--- config.mk ---
export PLATFORM = sky130hd
export DESIGN_NAME = iterative_shift_right
export DESIGN_NICKNAME = d
export VERILOG_FILES = /design/src/rtl/iterative_shift_right.sv
export SDC_FILE = /design/constraint.sdc
export NUM_CORES = 1
export LEC_CHECK = 0
export ABC_AREA = 1
export CAP_MARGIN = 5
export CORE_MARGIN = 1
export CORE_UTILIZATION = 40
export CTS_CLUSTER_SIZE = 40
export DETAILED_ROUTE_END_ITERATION = 8
export PLACE_DENSITY_LB_ADDON = 0.15
export SYNTH_ARGS = -nofsm -noshare
export SYNTH_HDL_FRONTEND = slang
export SYNTH_SLANG_ARGS = --single-unit
--- constraint.sdc ---
create_clock -name clock -period 3.6 [get_ports clock]
set_input_delay 0.72 -clock clock [delete_from_list [all_inputs] [get_ports clock]]
set_output_delay 0.72 -clock clock [all_outputs]
set_load 0.03 [all_outputs]
--- src/rtl/iterative_shift_right.sv ---
// Multi-cycle right-shift / rotate-right unit that consumes up to STEP bits of shift per clock.
// Optional macro SHIFT_LEFT_ROTATE_EN turns shiftMode 2'b11 into rotate left; otherwise 2'b11 rotates right.
module iterative_shift_right #(
  parameter int DATA_WIDTH = 32,
  parameter int AMT_WIDTH  = 5,
  parameter int STEP       = 1
) (
  input  logic                  clock,
  input  logic                  resetN,
  input  logic                  startValid,
  output logic                  startReady,
  input  logic [DATA_WIDTH-1:0] dataA,
  input  logic [AMT_WIDTH-1:0]  shiftAmount,
  input  logic [1:0]            shiftMode,
  output logic [DATA_WIDTH-1:0] result,
  output logic                  resultValid,
  input  logic                  resultReady,
  output logic                  busy
);

  typedef enum logic [1:0] {
    IDLE  = 2'd0,
    SHIFT = 2'd1,
    DONE  = 2'd2
  } state_t;

  localparam logic [AMT_WIDTH-1:0] STEP_AMT = AMT_WIDTH'(STEP);

  state_t                  state_r;
  logic [DATA_WIDTH-1:0]   work_r;
  logic [DATA_WIDTH-1:0]   result_r;
  logic [AMT_WIDTH-1:0]    remaining_r;
  logic [1:0]              mode_r;
  logic                    result_valid_r;
  logic                    busy_r;
  logic                    start_ready_r;

  logic [AMT_WIDTH-1:0]    step_n_s;
  logic [AMT_WIDTH-1:0]    back_amt_s;
  logic [AMT_WIDTH-1:0]    remaining_next_s;
  logic [DATA_WIDTH-1:0]   shifted_s;

  assign startReady  = start_ready_r;
  assign resultValid = result_valid_r;
  assign busy        = busy_r;
  assign result      = result_r;

  // Per-cycle shift amount, clipped to what is left on the final cycle.
  always_comb begin
    step_n_s         = STEP_AMT;
    back_amt_s       = {AMT_WIDTH{1'b0}};
    remaining_next_s = {AMT_WIDTH{1'b0}};
    if (remaining_r < STEP_AMT) begin
      step_n_s = remaining_r;
    end else begin
      step_n_s = STEP_AMT;
    end
    // DATA_WIDTH == 2**AMT_WIDTH, so the modular negation is DATA_WIDTH - n (0 when n is 0).
    back_amt_s       = {AMT_WIDTH{1'b0}} - step_n_s;
    remaining_next_s = remaining_r - step_n_s;
  end

  // One iteration of the selected shift on the working register.
  always_comb begin
    shifted_s = work_r;
    case (mode_r)
      2'b00:   shifted_s = work_r >> step_n_s;
      2'b01:   shifted_s = $unsigned($signed(work_r) >>> step_n_s);
      2'b10:   shifted_s = (work_r >> step_n_s) | (work_r << back_amt_s);
`ifdef SHIFT_LEFT_ROTATE_EN
      2'b11:   shifted_s = (work_r << step_n_s) | (work_r >> back_amt_s);
`else
      2'b11:   shifted_s = (work_r >> step_n_s) | (work_r << back_amt_s);
`endif
      default: shifted_s = work_r;
    endcase
  end

  // Control FSM with registered handshake outputs and result capture.
  always_ff @(posedge clock or negedge resetN) begin
    if (!resetN) begin
      state_r        <= IDLE;
      work_r         <= {DATA_WIDTH{1'b0}};
      result_r       <= {DATA_WIDTH{1'b0}};
      remaining_r    <= {AMT_WIDTH{1'b0}};
      mode_r         <= 2'b00;
      result_valid_r <= 1'b0;
      busy_r         <= 1'b0;
      start_ready_r  <= 1'b1;
    end else begin
      case (state_r)
        IDLE: begin
          if (startValid) begin
            work_r        <= dataA;
            remaining_r   <= shiftAmount;
            mode_r        <= shiftMode;
            start_ready_r <= 1'b0;
            busy_r        <= 1'b1;
            if (shiftAmount == {AMT_WIDTH{1'b0}}) begin
              state_r        <= DONE;
              result_r       <= dataA;
              result_valid_r <= 1'b1;
            end else begin
              state_r <= SHIFT;
            end
          end else begin
            state_r <= IDLE;
          end
        end
        SHIFT: begin
          work_r      <= shifted_s;
          remaining_r <= remaining_next_s;
          if (remaining_next_s == {AMT_WIDTH{1'b0}}) begin
            state_r        <= DONE;
            result_r       <= shifted_s;
            result_valid_r <= 1'b1;
          end else begin
            state_r <= SHIFT;
          end
        end
        DONE: begin
          if (resultReady) begin
            state_r        <= IDLE;
            result_valid_r <= 1'b0;
            busy_r         <= 1'b0;
            start_ready_r  <= 1'b1;
          end else begin
            state_r <= DONE;
          end
        end
        default: begin
          state_r        <= IDLE;
          result_valid_r <= 1'b0;
          busy_r         <= 1'b0;
          start_ready_r  <= 1'b1;
        end
      endcase
    end
  end

endmodule
Word level (Yosys, flattened, before mapping)

Cells that the tools add are included.

Eq/ne operators: 9
Shifts and indexed selects: 3
$lt $le $gt $ge: 1
Bitwise operators: 2
Reductions and logical operators: 11
Multiplexer cells: 25
Add/sub/neg operators: 2

Operator list:

| kind                                                                         | count |
|---|---|
| 32-bit 2-to-1 mux                                                            | 4 |
| 32-bit one-hot mux with 2 select lines                                       | 2 |
| 32-bit one-hot mux with 3 select lines                                       | 1 |
| 32-bit OR                                                                    | 1 |
| 32-bit by 5-bit left shift with 32-bit output                                | 1 |
| 32-bit by 5-bit right shift with 32-bit output                               | 1 |
| 32-bit by 5-bit >>> shifter with 32-bit output                               | 1 |
| 5-bit zero test                                                              | 2 |
| 5-bit 2-to-1 mux                                                             | 2 |
| 5-bit one-hot mux with 2 select lines                                        | 1 |
| 1-bit one-hot mux with 3 select lines                                        | 3 |
| 2-bit 2-to-1 mux                                                             | 4 |
| 2-bit != test, second input constant                                         | 4 |
| 4-bit AND reduction                                                          | 2 |
| 1-bit 2-to-1 mux                                                             | 7 |
| 2-bit == test, second input constant                                         | 3 |
| 2-bit one-hot mux with 3 select lines                                        | 1 |
| 5-bit by 1-bit less-than comparator with 1-bit output, second input constant | 1 |
| 1-bit by 5-bit subtractor with 5-bit output, first input constant            | 1 |
| 5-bit subtractor                                                             | 1 |
| 2-bit by 1-bit == test with 1-bit output, second input constant              | 2 |
| 2-bit zero test                                                              | 2 |
| 2-bit AND reduction                                                          | 2 |
| 3-bit AND reduction                                                          | 1 |
| 3 further kinds                                                              | 3 |

Logic and storage cells: 61
Flip-flop bits (word level): 76
Output and inout port bits: 35

Depth between registers and ports, before layout

Depth after elaboration: 8
Mapped depth: 20

Least setup slack after synthesis

No wires, ideal clock.

Path kind: reg-to-reg
From: register remaining_r[1]
To: register work_r[18]
Path buffers: 5
Data required time: 3472 ps
Stages on the path, launching flop included: 16
Path slack: 878 ps
Arrival: 2594 ps
Cells stage by stage: dfrtp_1 > nor2_4 > buf_6 > nand2_4 > nor2_8 > buf_6 > buf_2 > ha_1 > inv_1 > buf_2 > buf_1 > o21a_1 > o211ai_1 > o21bai_1 > nand3_1 > o21ai_1

Longest elaborated chain between the ends: 7

Ends and longest elaborated chain:

| item                                                  | line   | source |
|---|---|---|
| from (decl)                                           | 32     | `logic [AMT_WIDTH-1:0] remaining_r;` |
| from (signal assigned)                                | 85     | `remaining_r <= {AMT_WIDTH{1'b0}};` |
| from (signal assigned)                                | 95     | `remaining_r <= shiftAmount;` |
| from (signal assigned)                                | 112    | `remaining_r <= remaining_next_s;` |
| 5-bit by 1-bit less-than comparator with 1-bit output | 53     | `if (remaining_r < STEP_AMT) begin` |
| 5-bit 2-to-1 mux (*)                                  | 53     |  |
| 1-bit by 5-bit subtractor with 5-bit output           | 59     | `back_amt_s = {AMT_WIDTH{1'b0}} - step_n_s;` |
| 32-bit by 5-bit left shift with 32-bit output         | 69, 73 |  |
| 32-bit OR                                             | 69, 73 |  |
| 32-bit one-hot mux with 3 select lines (*)            | 66     | `case (mode_r)` |
| 32-bit one-hot mux with 2 select lines (*)            | 91     | `case (state_r)` |
| to (signal assigned)                                  | 83     | `work_r <= {DATA_WIDTH{1'b0}};` |
| to (signal assigned)                                  | 94     | `work_r <= dataA;` |
| to (signal assigned)                                  | 111    | `work_r <= shifted_s;` |
| to (decl)                                             | 30     | `logic [DATA_WIDTH-1:0] work_r;` |

Every way passes the cells marked *; elsewhere a longest branch is shown, timed or not.
A chain may end at the register's enable or synchronous reset.

Worst setup path in the final report

From: register remaining_r[1]
To: register result_r[28], in the netlist result[28]

Longest elaborated chain between the ends: 8

Ends and longest elaborated chain:

| item                                                  | line   | source |
|---|---|---|
| 5-bit by 1-bit less-than comparator with 1-bit output | 53     |  |
| 5-bit 2-to-1 mux                                      | 53     |  |
| 1-bit by 5-bit subtractor with 5-bit output           | 59     |  |
| 32-bit by 5-bit left shift with 32-bit output         | 69, 73 |  |
| 32-bit OR                                             | 69, 73 |  |
| 32-bit one-hot mux with 3 select lines                | 66     |  |
| 32-bit 2-to-1 mux                                     | 113    | `if (remaining_next_s == {AMT_WIDTH{1'b0}}) begin` |
| 32-bit one-hot mux with 2 select lines                | 91     |  |
| to (signal assigned)                                  | 84     | `result_r <= {DATA_WIDTH{1'b0}};` |
| to (signal assigned)                                  | 101    | `result_r <= dataA;` |
| to (signal assigned)                                  | 115    | `result_r <= shifted_s;` |
| to (decl)                                             | 31     | `logic [DATA_WIDTH-1:0] result_r;` |

Several ways; a longest one is shown, not always the timed one. The select of a mux whose other input is x is not followed.

==> run summary <==
Register area share after synthesis = 37.08%
VDD IR max = 0.5592 mV
Fin Setup TNS = 0 ns
Ys async rst share = 100.0%
Die X = 115.3 um
1st-pass router iterations = 6
Highest routed layer = met4
Top delay family on crit path = simple AND/OR/NAND/NOR gates
DP HPWL = 12380 um
Worst hold path class = reg2reg
Worst-Skew Late Latency = 0.35 ns
Tmin final = 2.761 ns
CP Capture Type = register
Met2 routed WL = 7681 um
Initial antenna violation count = 0
Sink Count = 76
Final Hold Viols = 0
Synth warn = 0
Crit path top cell by count = nand2_1
Vias = 5231
Detail-routed via count per cell = 5.316
Most frequent cells in the layout = 256 x nand2_1, 106 x nand3_1, 76 x clkdlybuf4s50_1, 75 x dfrtp_1, 51 x inv_1
I/O pins = 78
Setup bufs post-CTS = 0
Slowest CP cell = dfrtp_1
First-pass GRT wire length = 27540 um
CTS max path bufs = 2
Type of origin of the critical path = register
Clock transition at path regs = 0.06 ns
Met1 WL = 8267 um
Crit Path Max Fanout = 14
Die Area = 13290 um2
# DRC = 0
Largest net degree at the start of global routing = 77
CP Class = reg2reg
Slew HR = 33.73%
DRT iter0 DRCs = 485
Starting density of the core = 40.84%
Port bufs = 77
Max cap viols = 0
Die H = 115.3 um
Status = completed
Hold buffer count at CTS = 0
Syn_nets = 791
Root Driver = clkbuf_16
Worst endpoint required time = 3.89 ns
GR Util All Layers = 27.30%
Diode count = 0
Period utilization = 76.68%
RSZ-0062 raised after global routing = false
Layout Nets = 852
CP peak stage delay = 0.41 ns
Cells along the critical path = nor2_4 -> nand2_4 -> nor2_8 -> ha_1 -> inv_1 -> nand2_1 -> nor3_1 -> nor2_1 -> nand2_1 -> nand3_1 -> nand2_1 -> nand3_1 -> nand2_1
Area growth from synthesis to final layout = 22.79%
Final setup fails = 0
Pins Over Slew Limit = 0
Bufs and invs on worst path = 1
Worst slew pin tran = 0.9941 ns
Fmax = 362.2 MHz
TritonCTS clock tree = yes
Leak pwr = 0.002988 uW
Placer Congestion = 1.011
Register bit count reported by yosys = 76
Mapped Area = 5132 um2
Share of post-route cells with drive strength above 1 = 9.729%
Post-synth top flop = dfrtp_1
Final Util = 50.14%
Cells after Synth = 746
Cell variety after synth = 48
Post-route clock skew = 0.008309 ns
WP data arrival = 3.05 ns
Congestion Overflow GR = 0
DR WL met3 = 897 um
Antenna Violating Nets Remaining = 0
Num CTS Buffers = 9
H-tree depth = 3
Drt total wl = 16990 um
Syn_area_per_cell = 6.880 um2
Number of enable flip-flop cells after synthesis = 0
Core box area = 12570 um2
Row cnt = 41
Most common cell after layout, fill and taps aside = nand2_1
Post-CTS Resized = 0
Pwr dens = 1111 nW/um2
WL/cell = 17.27 um
Number of global-route vias before repair = 4994
## power by group
part | switching, uW | internal, uW | leakage (uW) | total (uW)
combinational | 2940 | 1470 | 0.00192 | 4410
clock | 380 | 607 | 0.000149 | 987
sequential | 275 | 1330 | 0.000917 | 1600
total | 3590 | 3410 | 0.00299 | 7000
## metal layers
metal / up-vias / GRT usage, %
met5: - / 0
met4: 0 / 6.147
met3: 12 / 4.164
met2: 171 / 42.57
met1: 2458 / 39.75
li1: 2590 / -
## cells in the mapped netlist, drive strengths merged (2+ instances only)
| cell | n | area [um2] |
|---|---|---|
| nand2 | 261 | 997.2 |
| nand3 | 108 | 558.0 |
| o21ai | 79 | 406.6 |
| dfrtp | 75 | 1877 |
| inv | 56 | 210.2 |
| buf | 28 | 182.7 |
| a21oi | 27 | 138.9 |
| or2 | 26 | 162.7 |
| nor2 | 19 | 136.4 |
| clkbuf | 11 | 41.29 |
| nand4 | 8 | 50.05 |
| a31oi | 7 | 43.79 |
| o211ai | 7 | 57.55 |
| nor3 | 5 | 25.02 |
| o221ai | 4 | 35.03 |
| a22oi | 3 | 27.52 |
| and2 | 3 | 18.77 |
| o21a | 3 | 22.52 |
| clkinv | 2 | 7.510 |
| ha | 2 | 25.02 |
| nand3b | 2 | 15.01 |
| o31ai | 2 | 15.01 |
## layout make-up
class                           count  area [um2]
Tap cell                          172       215.2
Timing Repair Buffer               89       858.3
Fill cell                        1304        6266
Sequential cell                    76        1903
Clock inverter                      6       88.84
Clock buffer                       10       229.0
Inverter                           58       217.7
Multi-Input combinational cell    573        2790
## metrics by stage
step / hold WS [ns] / std cells / worst slack, ns / power [uW] / cell area, um2
finish: 0.4783 / 984 / 0.8394 / 6999 / 6302
global placement: 0.4627 / 968 / 0.5570 / 5983 / 5984
global route: 0.4914 / 984 / 0.4839 / 7623 / 6302
CTS: 0.4844 / 984 / 0.8502 / 7024 / 6302
floorplan: 0.4244 / 746 / 0.8780 / 4656 / 5132
detailed placement: 0.4643 / 968 / 0.5315 / 6000 / 5984
## logic make-up after synthesis
kind of cell | share of synthesized area [%]
other | 0.07306
and+or+nand+nor | 38.25
DFF | 37.08
adders and majority gates | 0.4875
xor gates and xnor gates | 0.1707
buffers and inverters | 8.606
AOI/OAI and AO/OA | 15.33
## worst paths after layout
path	startpoint	endpoint	slack, ns	cells past startpoint
worst max-delay path	remaining_r[1]	result[28]	0.84	13
worst min-delay path	result[17]	result[17]	0.48	2
worst max register to register	remaining_r[1]	result[28]	0.84	13
worst min register to register	result[17]	result[17]	0.48	2
max in group asynchronous	resetN	remaining_r[1]	2.41	1
min in group asynchronous	resetN	result[8]	0.51	1
## worst register-to-register path: stages (launching register included)
cell     delay [ns]
dfrtp_1        0.41
nor2_4         0.30
nand2_4        0.12
nor2_8         0.10
ha_1           0.24
inv_1          0.35
nand2_1        0.16
nor3_1         0.37
nor2_1         0.10
nand2_1        0.09
nand3_1        0.08
nand2_1        0.15
nand3_1        0.14
nand2_1        0.09
## state kept, by name (all words and copies together) (netlist names)
register	count
startReady	1
busy	1
mode_r	2
remaining_r	5
work_r	32
state_r	2
resultValid	1
result	32
Note: power is estimated with default switching activity, not from simulation.
